## config.mk

```make
export PLATFORM = sky130hd
export DESIGN_NAME = mips_regfile_dbg
export DESIGN_NICKNAME = d
export VERILOG_FILES = /design/src/rtl/mips_pkg.sv /design/src/rtl/regfile_dump_fsm.sv /design/src/rtl/mips_regfile_dbg.sv
export SDC_FILE = /design/constraint.sdc
export NUM_CORES = 2
export LEC_CHECK = 0
export BUFFER_PORTS_ARGS = -buffer_cell sky130_fd_sc_hd__buf_2
export CORE_ASPECT_RATIO = 0.5
export CORE_UTILIZATION = 45
export CTS_BUF_LIST = sky130_fd_sc_hd__clkbuf_8
export DETAILED_ROUTE_END_ITERATION = 7
export GPL_TIMING_DRIVEN = 0
export HOLD_SLACK_MARGIN = 0.03
export MAX_ROUTING_LAYER = met4
export PLACE_DENSITY_LB_ADDON = 0.05
export SLEW_MARGIN = 5
export SYNTH_ARGS = -nofsm -noshare
export SYNTH_HDL_FRONTEND = slang
export SYNTH_HIERARCHICAL = 1
export SYNTH_SLANG_ARGS = --single-unit
```

## constraint.sdc

```tcl
create_clock -name ClockIn -period 3.8 [get_ports ClockIn]
set_clock_uncertainty 0.15 [all_clocks]
set_input_delay 0.19 -clock ClockIn [delete_from_list [all_inputs] [get_ports ClockIn]]
set_output_delay 0.19 -clock ClockIn [all_outputs]
set_load 0.01 [all_outputs]
```

## src/rtl/mips_pkg.sv

```systemverilog
// Shared definitions for the MIPS register file and its debug dump engine.
package mips_pkg;

  localparam int DATA_W_DEF = 32;
  localparam int NREGS_DEF  = 32;
  localparam int REG_ZERO   = 0;

  typedef enum logic {
    IDLE = 1'b0,
    SEND = 1'b1
  } dump_state_t;

endpackage

```

## src/rtl/regfile_dump_fsm.sv

```systemverilog
// Dump engine: streams registers lo..hi over a valid/ready handshake, one beat per cycle.
// state | meaning
// IDLE  | waiting for a start request; rejects lo > hi with a one-cycle err pulse
// SEND  | presenting a registered beat until the sink accepts it
module regfile_dump_fsm
  import mips_pkg::*;
#(
  parameter int DATA_W = DATA_W_DEF,
  parameter int ADDR_W = 5
) (
  input  logic              clk,
  input  logic              rst_n,
  input  logic              start,
  input  logic [ADDR_W-1:0] lo,
  input  logic [ADDR_W-1:0] hi,
  input  logic              ready,
  input  logic [DATA_W-1:0] rd_data,
  output logic [ADDR_W-1:0] rd_idx,
  output logic              busy,
  output logic              valid,
  output logic [ADDR_W-1:0] addr,
  output logic [DATA_W-1:0] data,
  output logic              last,
  output logic              err
);

  dump_state_t       state, state_nxt;
  logic [ADDR_W-1:0] hi_q;
  logic [ADDR_W-1:0] last_idx;
  logic              load;

  always_ff @(posedge clk or negedge rst_n) begin
    if (!rst_n) state <= IDLE;
    else        state <= state_nxt;
  end

  always_comb begin
    state_nxt = state;
    load      = 1'b0;
    rd_idx    = lo;
    last_idx  = hi;
    case (state)
      IDLE: begin
        if (start && (lo <= hi)) begin
          state_nxt = SEND;
          load      = 1'b1;
        end
      end
      SEND: begin
        // rd_idx only matters on a non-last accept, so the wrap past NREGS-1 is harmless
        rd_idx   = addr + ADDR_W'(1);
        last_idx = hi_q;
        if (ready) begin
          if (last) state_nxt = IDLE;
          else      load      = 1'b1;
        end
      end
      default: state_nxt = IDLE;
    endcase
  end

  always_ff @(posedge clk or negedge rst_n) begin
    if (!rst_n) begin
      hi_q <= '0;
      addr <= '0;
      data <= '0;
      last <= 1'b0;
      err  <= 1'b0;
    end else begin
      err <= (state == IDLE) && start && (lo > hi);
      if (load) begin
        addr <= rd_idx;
        data <= rd_data;
        last <= (rd_idx == last_idx);
        if (state == IDLE) hi_q <= hi;
      end else if ((state == SEND) && ready && last) begin
        last <= 1'b0;
      end
    end
  end

  assign busy  = (state == SEND);
  assign valid = (state == SEND);

endmodule

```

## src/rtl/mips_regfile_dbg.sv

```systemverilog
// Parametrised register file with NRD combinational read ports, optional write bypass
// and a dump engine that streams a register range out over valid/ready.
module mips_regfile_dbg
  import mips_pkg::*;
#(
  parameter int DATA_W = DATA_W_DEF,
  parameter int NREGS  = NREGS_DEF,
  parameter int ADDR_W = $clog2(NREGS),
  parameter int NRD    = 2,
  parameter int BYPASS = 1
) (
  input  logic                  ClockIn,
  input  logic                  Reset,
  input  logic [NRD*ADDR_W-1:0] RdAddr,
  output logic [NRD*DATA_W-1:0] RdData,
  input  logic                  WrEn,
  input  logic [ADDR_W-1:0]     WrAddr,
  input  logic [DATA_W-1:0]     WrData,
  input  logic                  DumpStart,
  input  logic [ADDR_W-1:0]     DumpLo,
  input  logic [ADDR_W-1:0]     DumpHi,
  output logic                  DumpBusy,
  output logic                  DumpValid,
  input  logic                  DumpReady,
  output logic [ADDR_W-1:0]     DumpAddr,
  output logic [DATA_W-1:0]     DumpData,
  output logic                  DumpLast,
  output logic                  DumpErr
);

  logic [DATA_W-1:0] regs [NREGS];
  logic              wr_ok;
  logic [ADDR_W-1:0] dump_idx;
  logic [DATA_W-1:0] dump_rd;

  assign wr_ok = WrEn && (WrAddr != ADDR_W'(REG_ZERO));

  always_ff @(posedge ClockIn or negedge Reset) begin
    if (!Reset) begin
      for (int i = 0; i < NREGS; i++) regs[i] <= '0;
    end else if (wr_ok) begin
      regs[WrAddr] <= WrData;
    end
  end

  for (genvar g = 0; g < NRD; g++) begin : g_rd
    logic [ADDR_W-1:0] ra;
    assign ra = RdAddr[g*ADDR_W +: ADDR_W];
    assign RdData[g*DATA_W +: DATA_W] =
      (ra == ADDR_W'(REG_ZERO))                ? '0     :
      ((BYPASS != 0) && wr_ok && (ra == WrAddr)) ? WrData :
                                                   regs[ra];
  end

  // The dump port always forwards: a beat captures the value as it stands after its load edge.
  assign dump_rd = (dump_idx == ADDR_W'(REG_ZERO))   ? '0     :
                   (wr_ok && (dump_idx == WrAddr)) ? WrData :
                                                     regs[dump_idx];

  regfile_dump_fsm #(
    .DATA_W (DATA_W),
    .ADDR_W (ADDR_W)
  ) u_dump (
    .clk     (ClockIn),
    .rst_n   (Reset),
    .start   (DumpStart),
    .lo      (DumpLo),
    .hi      (DumpHi),
    .ready   (DumpReady),
    .rd_data (dump_rd),
    .rd_idx  (dump_idx),
    .busy    (DumpBusy),
    .valid   (DumpValid),
    .addr    (DumpAddr),
    .data    (DumpData),
    .last    (DumpLast),
    .err     (DumpErr)
  );

endmodule

```

==> impl_results.md <==
* Post-synthesis compound-gate area fraction at 0.0770
* CP Buf/Inv Count at 4
* Setup-failing EPs final at 85
* Pre-CTS worst setup slack at -2710 ps
* Clock Path Buffers at 4
* Final WS setup at -399 ps
* Synth Area in Simple Gates at 0.0271
* Drt drc at 216
* Worst-Margin Slew at 1640 ps
* Critical Path Source Type: input pin
* Num rows at 98
* Core box area at 144000 um2
* Outcome: finished, violations left
* Relative slew slack at -0.0903
* Post-synthesis sequential element count at 1069
* Synth top area cells: dfrtp_1, mux4_2, mux2_2
* Mux cell area share after synthesis at 0.443
* F_max at 238 MHz
* Max IR drop VDD at 0.503 mV
* Reg2reg setup slack at -250 ps
* Ys flop type: dfrtp_1
* Post-synth top area share at 0.406
* Vias/cell at 8.23
* TritonCTS clock tree: built
* Antenna violations before repair at 67
* CP dominant cell by count: buf_2
* Initial core utilization at 0.458
* XOR/XNOR Fraction of Synth Area at 0.00372
* Setup TNS at -15670 ps
* Htree depth at 4
* CTS clk-pin slew, worst paths at 70 ps
* First-pass GRT wire length at 555 mm
* Post-Synth Adder-Cell Area at 0.00114
* CP cell instances: buf_2 > buf_4 > or2_2 > buf_2 > o22ai_1 > nor4_1 > a221o_1 > buf_2
* Fin crit period at 4200 ps
* Final Cycle Share at 1.10
* Detailed Place HPWL at 309 mm
* Wirelength per Cell at 59.0 um
* Die width at 543 um
* Routed WL at 437 mm
* Async SR Flop Fraction at 1.00
* Num CTS Buffers at 176
* CTS root buf: clkbuf_8
* Pleak at 32.7 nW
* PortBufs at 161
* Final core occ at 0.528
* Netlist Area Pre-Place at 65900 um2
* Cell count after synthesis at 4758
* Remaining global-route overflow at 0
* Pins Over Slew Limit at 56
* Clock Sinks at 1069
* Mean Syn Cell Area at 13.9 um2
* Netlist cell types at 72
* Via count at 61000
* Placed cells at 6901
* HP Class: input pin to register
* Final nets at 5291
* Layout cells sized above 1 at 0.479
* Post-synth EDFFs at 0
* First DRT Iteration DRCs at 12100
* Main combinational cell family by area after synthesis: multiplexers
* Final Hold Fails at 0
* Syn nets at 4826
* Sequential area share after synthesis at 0.406
* Die Ht at 273 um
* Slowest library cell on the worst path: buf_2
* Worst path arrival time at 3860 ps
* # IOs at 167
* Yosys warning count at 6
* Final Instance Count excl. Fillers at 7409
* Max Cap Violations at 9
* Setup CP Type: input pin to output pin
* Vias in the first global route at 55200
* ANT nets after route at 0
* Die area at 148000 um2
* Fillcell total at 12400
* Crit. End Element: output pin
* Critical Path RT at 3460 ps
* 1st-pass router iterations at 8
* Clk_lat worst skew at 950 ps
* Largest area contributor in the netlist: dfrtp_1
* Layout area overhead at 15.3%
* Failing checks: DRC, capacitance limit, slew limit, setup timing
* GRT Total Usage at 0.603
* Max incr delay on CP at 910 ps
* Unrepaired setup endpoints after global routing: yes
* Placer Congestion at 1.16
* Crit Path Max Fanout at 11
* CP top delay family: buffers and inverters
* Pwr dens at 760 nW/um2
* Largest net degree at the start of global routing at 147
[cell families (layout without fill, tap and decap cells)]
logic type | count (synthesis) | in the layout
AO/OA/AOI/OAI | 680 | 680
other | 0 | 118
multiplexers | 2052 | 2052
flip-flops | 1069 | 1069
XOR/XNOR | 28 | 28
buffers and inverters | 561 | 1144
AND/OR/NAND/NOR | 362 | 362
adder cells (fa/ha/maj) | 6 | 6
[synthesized netlist by cell type (all sizes together) (7+ instances only)]
master and count:
a221oi 46, nor3b 13, a22o 16, mux4 570, o21ai 70, xor2 12, o22ai 126, o22a 17
xnor2 16, o211ai 23, buf 267, o221ai 36, nor4 20, nand2 108, mux2i 386, clkbuf 283
a32o 32, and2 7, dfrtp 1069, a21oi 67, nor2 81, a211oi 56, mux2 1096, nand2b 23
a22oi 80, nor2b 27, nor3 41, nand3 16, a221o 66, inv 10
[worst paths after layout]
kind                                      from               to  cells past startpoint
worst max-delay path                 RdAddr[7]       RdData[54]                      8
worst min-delay path                 WrData[5]          regs[5]                      3
worst max register to register  u_dump/addr[0]  u_dump/data[27]                     12
worst min register to register      regs[1023]       regs[1023]                      1
max in group asynchronous                Reset        regs[607]                      7
min in group asynchronous                Reset        regs[826]                      4
[what timing repair did]
action	CTS	global route
pin swaps	6	2
setup endpoints to repair	93	73
hold buffers	68	1
endpoints found under the hold margin	1168	4
setup buffers	15	13
resized for setup	286	101
[cell usage in the layout, fill, tap and decap left out, types with 77 or more instances in the layout]
master	Yosys	final
mux4_2	552	552
buf_4	46	98
a22oi_1	80	77
mux2_2	1077	1076
mux2i_1	386	382
buf_2	113	215
nand2_1	108	105
diode_2	0	118
o22ai_1	126	112
dfrtp_1	1069	1067
clkbuf_8	0	226
clkbuf_1	282	167
[worst register-to-register path, stage by stage (launching register included)]
cell,delay (ps)
dfrtp_2,460
ha_1,250
xnor2_1,320
a21oi_2,140
buf_6,190
buf_6,230
nor2_2,500
buf_8,250
clkbuf_4,450
a22oi_1,230
nand2_1,320
a32o_1,320
mux2_4,180
[sequential cells by signal (all words and copies together) (netlist names)]
signal	count
regs	1024
u_dump/data	32
u_dump/addr	5
u_dump/hi_q	5
u_dump/busy	1
u_dump/err	1
u_dump/last	1
[metal layers]
metal	wire length (um)	vias to the layer above	track usage
li1	-	19900	-
met1	157000	31800	0.685
met2	152000	7200	0.677
met3	92200	2066	0.504
met4	35900	0	0.395
met5	0	-	-
[area by class of cell]
| cell class | instances | area [um2] | area share |
|---|---|---|---|
| Multi-Input combinational cell | 3128 | 36800 | 0.484 |
| Sequential cell | 1069 | 26800 | 0.352 |
| Buffer | 546 | 3720 | 0.0489 |
| Clock buffer | 218 | 3000 | 0.0395 |
| Tap cell | 1950 | 2440 | 0.0321 |
| Timing Repair Buffer | 291 | 2430 | 0.0320 |
| Clock inverter | 78 | 524 | 0.00690 |
| Antenna cell | 118 | 295 | 0.00388 |
| Inverter | 11 | 48.8 | 0.000642 |
[metrics by stage]
stage / area (um2) / hold WS (ps) / total power, mW
final: 76000 / 50.9 / 57.7
after global routing: 75900 / 78.0 / 56.9
after CTS: 75300 / 32.1 / 54.0
after detailed placement: 70000 / -52.3 / 41.8
after global placement: 69200 / 320 / 41.4
after floorplan: 65900 / -256 / 29.4
[power by group]
group / internal (mW) / switching, mW / total (mW) / leakage (nW)
Clock: 5.62 / 5.58 / 11.2 / 1.99
Combinational: 11.3 / 19.0 / 30.3 / 17.0
Sequential: 13.7 / 2.55 / 16.2 / 13.7
Total: 30.6 / 27.2 / 57.7 / 32.7
(Power assumes the default switching activity.)
